==> src/rtl/pts_tx_ctrl.sv <==
// pts_tx_ctrl
// Sequencing controller for the single-data-line serial transmitter.
// Latches a 16-bit word, generates SCL, frames the transfer with START/STOP,
// steps the parallel-to-serial mux MSB-first (pts_en + index) and samples an
// acknowledge bit after each byte.
//
// Ports:
//   clk      in   system clock, rising edge
//   rst_n    in   asynchronous active-low reset
//   start    in   transfer request, accepted only while idle
//   data_in  in   16-bit word, sampled on the accept cycle
//   sda_in   in   SDA pad input, sampled for ACK
//   word_q   out  latched word, feeds the PTS mux data input
//   pts_en   out  PTS mux enable, high only while shifting data bits
//   index    out  PTS mux bit select (upper 4 bits always 0)
//   sda_oe   out  controller pulls SDA low when high (START/STOP)
//   scl      out  serial clock
//   busy     out  transfer in progress
//   done     out  one-cycle pulse at transfer end
//   ack_err  out  NACK seen in the last transfer
module pts_tx_ctrl #(
  parameter int CLK_DIV = 4
) (
  input  logic        clk,
  input  logic        rst_n,
  input  logic        start,
  input  logic [15:0] data_in,
  input  logic        sda_in,
  output logic [15:0] word_q,
  output logic        pts_en,
  output logic [7:0]  index,
  output logic        sda_oe,
  output logic        scl,
  output logic        busy,
  output logic        done,
  output logic        ack_err
);

  localparam logic [2:0] ST_IDLE  = 3'd0;
  localparam logic [2:0] ST_START = 3'd1;
  localparam logic [2:0] ST_DATA  = 3'd2;
  localparam logic [2:0] ST_ACK   = 3'd3;
  localparam logic [2:0] ST_STOP  = 3'd4;

  localparam int              DIV_W    = (CLK_DIV > 1) ? $clog2(CLK_DIV) : 1;
  localparam logic [DIV_W-1:0] DIV_LAST = DIV_W'(CLK_DIV - 1);

  logic [2:0]       state, state_nx;
  logic [1:0]       ph, ph_nx;
  logic [3:0]       bit_cnt, bit_nx;
  logic [DIV_W-1:0] div_cnt;
  logic             tick;
  logic             accept;
  logic             nack_nx;
  logic             done_nx;

  logic             scl_nx;
  logic             oe_nx;
  logic             en_nx;
  logic [7:0]       idx_nx;

  // One tick per half-period; the divider only runs outside IDLE.
  assign tick   = (state != ST_IDLE) && (div_cnt == DIV_LAST);
  assign accept = (state == ST_IDLE) && start;

  // Next-state / phase sequencing.
  always_comb begin
    state_nx = state;
    ph_nx    = ph;
    bit_nx   = bit_cnt;
    nack_nx  = ack_err;
    done_nx  = 1'b0;
    case (state)
      ST_IDLE: begin
        if (start) begin
          state_nx = ST_START;
          ph_nx    = 2'd0;
          nack_nx  = 1'b0;
        end
      end
      ST_START: begin
        if (tick) begin
          if (ph == 2'd0) begin
            ph_nx = 2'd1;
          end else begin
            state_nx = ST_DATA;
            ph_nx    = 2'd0;
            bit_nx   = 4'd15;
          end
        end
      end
      ST_DATA: begin
        if (tick) begin
          if (ph == 2'd0) begin
            ph_nx = 2'd1;
          end else if (bit_cnt == 4'd8 || bit_cnt == 4'd0) begin
            state_nx = ST_ACK;
            ph_nx    = 2'd0;
          end else begin
            ph_nx  = 2'd0;
            bit_nx = bit_cnt - 4'd1;
          end
        end
      end
      ST_ACK: begin
        if (tick) begin
          if (ph == 2'd0) begin
            ph_nx = 2'd1;
          end else if (sda_in) begin
            nack_nx  = 1'b1;
            state_nx = ST_STOP;
            ph_nx    = 2'd0;
          end else if (bit_cnt == 4'd0) begin
            state_nx = ST_STOP;
            ph_nx    = 2'd0;
          end else begin
            state_nx = ST_DATA;
            ph_nx    = 2'd0;
            bit_nx   = 4'd7;
          end
        end
      end
      ST_STOP: begin
        if (tick) begin
          if (ph == 2'd2) begin
            state_nx = ST_IDLE;
            ph_nx    = 2'd0;
            done_nx  = 1'b1;
          end else begin
            ph_nx = ph + 2'd1;
          end
        end
      end
      default: begin
        state_nx = ST_IDLE;
        ph_nx    = 2'd0;
      end
    endcase
  end

  // Outputs are decoded from the upcoming state/phase and registered, so
  // every pin changes on the same edge the phase begins.
  always_comb begin
    scl_nx = 1'b1;
    oe_nx  = 1'b0;
    en_nx  = 1'b0;
    idx_nx = index;
    case (state_nx)
      ST_START: begin
        oe_nx  = 1'b1;
        scl_nx = (ph_nx == 2'd0);
      end
      ST_DATA: begin
        en_nx  = 1'b1;
        idx_nx = {4'h0, bit_nx};
        scl_nx = ph_nx[0];
      end
      ST_ACK: begin
        scl_nx = ph_nx[0];
      end
      ST_STOP: begin
        scl_nx = (ph_nx != 2'd0);
        oe_nx  = (ph_nx != 2'd2);
      end
      default: ;
    endcase
  end

  always_ff @(posedge clk or negedge rst_n) begin
    if (!rst_n) begin
      state   <= ST_IDLE;
      ph      <= 2'd0;
      bit_cnt <= '0;
      div_cnt <= '0;
      word_q  <= '0;
      pts_en  <= 1'b0;
      index   <= '0;
      sda_oe  <= 1'b0;
      scl     <= 1'b1;
      busy    <= 1'b0;
      done    <= 1'b0;
      ack_err <= 1'b0;
    end else begin
      state   <= state_nx;
      ph      <= ph_nx;
      bit_cnt <= bit_nx;
      if (state == ST_IDLE || tick) begin
        div_cnt <= '0;
      end else begin
        div_cnt <= div_cnt + DIV_W'(1);
      end
      if (accept) begin
        word_q <= data_in;
      end
      pts_en  <= en_nx;
      index   <= idx_nx;
      sda_oe  <= oe_nx;
      scl     <= scl_nx;
      busy    <= (state_nx != ST_IDLE);
      done    <= done_nx;
      ack_err <= nack_nx;
    end
  end

endmodule

==> config.mk <==
export PLATFORM = sky130hd
export DESIGN_NAME = pts_tx_ctrl
export DESIGN_NICKNAME = d
export VERILOG_FILES = /design/src/rtl/pts_tx_ctrl.sv
export SDC_FILE = /design/constraint.sdc
export NUM_CORES = 1
export LEC_CHECK = 0
export ABC_AREA = 0
export BUFFER_PORTS_ARGS = -buffer_cell sky130_fd_sc_hd__buf_2
export CORE_ASPECT_RATIO = 0.75
export CORE_MARGIN = 5
export CORE_UTILIZATION = 52
export CTS_CLUSTER_SIZE = 24
export DETAILED_ROUTE_END_ITERATION = 16
export GPL_TIMING_DRIVEN = 0
export MAX_ROUTING_LAYER = met4
export PLACE_DENSITY = 0.81
export SYNTH_ARGS = -nofsm -noshare
export SYNTH_HDL_FRONTEND = slang
export SYNTH_SLANG_ARGS = --single-unit
export TNS_END_PERCENT = 30
==> constraint.sdc <==
create_clock -name clk -period 2.5 [get_ports clk]
set_input_delay 0.75 -clock clk [delete_from_list [all_inputs] [get_ports clk]]
set_output_delay 0.75 -clock clk [all_outputs]
set_load 0.005 [all_outputs]
==> results.py <==
metrics = {
    "timing": {
        "fin_setup_tns_ns": 0,
        "slew_violations": 0,
        "slew_headroom_pct": 47.46,
        "hold_viol_final": 0,
        "setup_viol": 0,
        "holdWs_ns": 0.4502,
        "skew_ns": 0.003608,
        "fmax_ghz": 0.5087,
        "max_slew.worst_pin.slew_ns": 0.7881,
        "fin_crit_sh_pct": 78.64,
        "rsz0062_at_grt": "false",
        "fin_crit_ns": 1.966,
    },
    "layout": {
        "multiInputGateArea_um2": 782.0,
        "syn_to_final_growth_pct": 20.94,
        "final_util_pct": 66.33,
        "drive_gt1_share_pct": 42.92,
        "area.sequential_um2": 927.1,
        "nets": 240,
        "n_antenna_cell": 0,
        "fill_cells": 263,
    },
    "clock_network": {
        "cts-buffers-inserted": 5,
        "ctsResizeCount": 0,
        "cts_sinks": 37,
        "insertion_delay_ns": 0.29,
        "cts-root-buf": "clkbuf_8",
        "cts.clk_slew.worst_paths_ns": 0.07,
        "cts_tree": "done",
        "cts_max_path_buffers": 2,
        "cts_hold_buf": 0,
        "htreeDepth": 2,
        "post-cts-setup-buffers": 0,
    },
    "critical_path": {
        "start_kind": "flop",
        "worstPathArrival_ns": 2.13,
        "slowest_stage": "dfrtp_1",
        "worstPathMaxFanout": 8,
        "cpPeakStageDelay_ns": 0.41,
        "criticalPathCategory": "reg2reg",
        "cp_cell_sequence": "inv_1, ha_1, nand2b_1, clkbuf_1, nor2_1, o21ai_0, o22ai_1, or3_1",
        "cp_num_buf_inv": 2,
        "required_ns": 2.67,
        "crit_path_end_kind": "flop",
        "cp_top_family": "simple AND/OR/NAND/NOR gates",
    },
    "synthesis": {
        "synth_cells": 163,
        "synth_largest_area_cell": "dfrtp_1",
        "netlist_area_um2": 1828,
        "synth.avg_cell_area_um2": 11.21,
        "ys.flop_type": "dfrtp_1",
        "synth-seq-cells": 37,
        "yosysWarnings": 0,
        "synth_edf_count": 0,
        "synthTopCellsByArea": "dfrtp_1 49%, mux2_2 12%, buf_4 2.9%",
        "ys_seq_area_share_pct": 50.72,
        "synth_cell_type_count": 52,
        "synth_top_area_share_pct": 49.28,
        "synthArstFlopShare_pct": 100.0,
    },
    "pwr": {
        "powerDensity_nw_per_um2": 1182,
        "seqPwrFrac_pct": 38.9,
        "ir_drop_mv": 0.5073,
        "p_leak_nw": 1.042,
        "swShare_pct": 36.05,
        "p_int_mw": 1.671,
        "clkPwrFrac_pct": 16.5,
        "power.switching_mw": 0.9422,
        "comb_power_share_pct": 44.7,
    },
    "global_route": {
        "grt_max_degree": 38,
        "grt_pass1_wl_um": 6506,
        "antenna_found_initial": 0,
        "grt_usage_pct": 18.18,
        "grt_pass1_vias": 1396,
        "grt-ovfl-total": 0,
    },
    "floorplan": {
        "boundaryPins": 50,
        "fp.dieH_um": 61.35,
        "initial_core_util_pct": 54.84,
        "dieWidth_um": 78.47,
        "rows": 18,
        "coreArea_um2": 3333,
        "fp.dieArea_um2": 4813,
    },
    "detailed_routing": {
        "vias_per_cell": 5.614,
        "dr_wl_met3_um": 349,
        "met2_length_um": 1792,
        "drtIter0Drc": 83,
        "wl_met1_um": 1666,
        "post_drt_wl_per_cell_um": 14.85,
        "drtPass1Iterations": 4,
        "route.vias.total": 1454,
        "detail-route-antenna-nets": 0,
        "drc": 0,
        "routed.top_layer": "met4",
        "drt-total-wl_um": 3846,
    },
    "placement": {
        "globalplace.congestion": 0.9220,
        "io_buffer_count": 45,
        "hpwlAfterDp_um": 2845,
    },
    "job": {
        "drv_cap": 0,
    },
    "outcome": {
        "status": "completed",
    },
    "hold_path": {
        "min_path_type": "reg2reg",
    },
}
power groups by stage:
stage / logic [mW] / clock network [mW] / registers [mW]
after floorplan: 0.768 / 0 / 1.03
after global placement: 1.15 / 0 / 1.01
after detailed placement: 1.17 / 0 / 1.03
after CTS: 1.18 / 0.444 / 1.02
after global routing: 1.31 / 0.467 / 1.06
final: 1.17 / 0.430 / 1.02
stage by stage:
| stage | setup WS [ns] | total power [mW] | std cells | cell area (um^2) |
|---|---|---|---|---|
| 3_5_place_dp | 0.4247 | 2.200 | 251 | 2115 |
| 3_3_place_gp | 0.4232 | 2.157 | 251 | 2115 |
| 2_1_floorplan | 0.6608 | 1.799 | 166 | 1839 |
| 6_report | 0.5341 | 2.613 | 259 | 2211 |
| 5_1_grt | 0.3636 | 2.835 | 259 | 2211 |
| 4_1_cts | 0.5600 | 2.640 | 259 | 2211 |
final cells by class:
class | instances | share of cell area [%]
Timing Repair Buffer | 45 | 10.19
Tap cell | 40 | 2.264
Buffer | 15 | 4.641
Multi-Input combinational cell | 107 | 35.37
Sequential cell | 37 | 41.94
Clock buffer | 6 | 3.735
Clock inverter | 2 | 0.6225
Inverter | 7 | 1.245
registers in the layout (all words and copies together) (netlist names):
name     cells
pts_en       1
scl          1
done         1
ack_err      1
bit_cnt      4
index        4
state        3
word_q      16
div_cnt      2
sda_oe       1
ph           2
busy         1
routing by layer:
| layer | vias up | track usage [%] |
|---|---|---|
| li1 | 695 | - |
| met1 | 689 | 23.19 |
| met2 | 64 | 28.90 |
| met3 | 6 | 4.678 |
| met4 | 0 | 5.985 |
| met5 | - | - |
path summary, 6_finish.rpt:
kind,start,end,slack (ns),cells after the start
setup / recovery,bit_cnt[0]$_DFF_PN0_,busy$_DFF_PN0_,0.53,8
hold / removal,div_cnt[0]$_DFF_PN0_,div_cnt[0]$_DFF_PN0_,0.45,1
setup reg to reg,bit_cnt[0]$_DFF_PN0_,busy$_DFF_PN0_,0.53,8
hold reg to reg,div_cnt[0]$_DFF_PN0_,div_cnt[0]$_DFF_PN0_,0.45,1
max in group asynchronous,rst_n,word_q[8]$_DFFE_PN0P_,1.46,1
min in group asynchronous,rst_n,ph[1]$_DFF_PN0_,0.54,1
Yosys cell counts (2+ instances only):
cell type	instances
dfrtp_1	36
mux2_2	19
nor2_1	11
a21oi_1	9
buf_4	7
nor3_1	7
nand2_1	6
inv_1	5
buf_2	4
o21ai_0	4
and3_1	3
nor4_1	3
o31ai_1	3
and2_1	2
buf_6	2
ha_1	2
nand2b_1	2
nand3_1	2
o22a_1	2
o2bb2ai_1	2
placed cells by master (no fill, tap or decap), drive strengths merged, types with 2 or more instances in the layout:
| master | count |
|---|---|
| o22a | 2 |
| clkbuf | 7 |
| nor4 | 3 |
| dfrtp | 36 |
| and3 | 3 |
| o2bb2ai | 2 |
| o31ai | 3 |
| o21ai | 5 |
| a2111oi | 2 |
| nand3 | 3 |
| inv | 6 |
| clkinv | 3 |
| conb | 4 |
| ha | 2 |
| nor3 | 8 |
| nand2 | 6 |
| a21oi | 9 |
| buf | 59 |
| nand2b | 2 |
| and2 | 2 |
| mux2 | 20 |
| or4 | 2 |
| nor2 | 11 |
cells by family after synthesis:
| logic type | count (synthesis) | share of synthesized area (%) |
|---|---|---|
| AOI/OAI and AO/OA | 37 | 15.13 |
| buffers and inverters | 22 | 7.118 |
| DFF | 37 | 50.72 |
| adders and majority gates | 2 | 1.369 |
| and+or+nand+nor | 44 | 13.14 |
| muxes | 20 | 12.32 |
| other | 1 | 0.2051 |
Note: power is estimated with default switching activity, not from simulation.
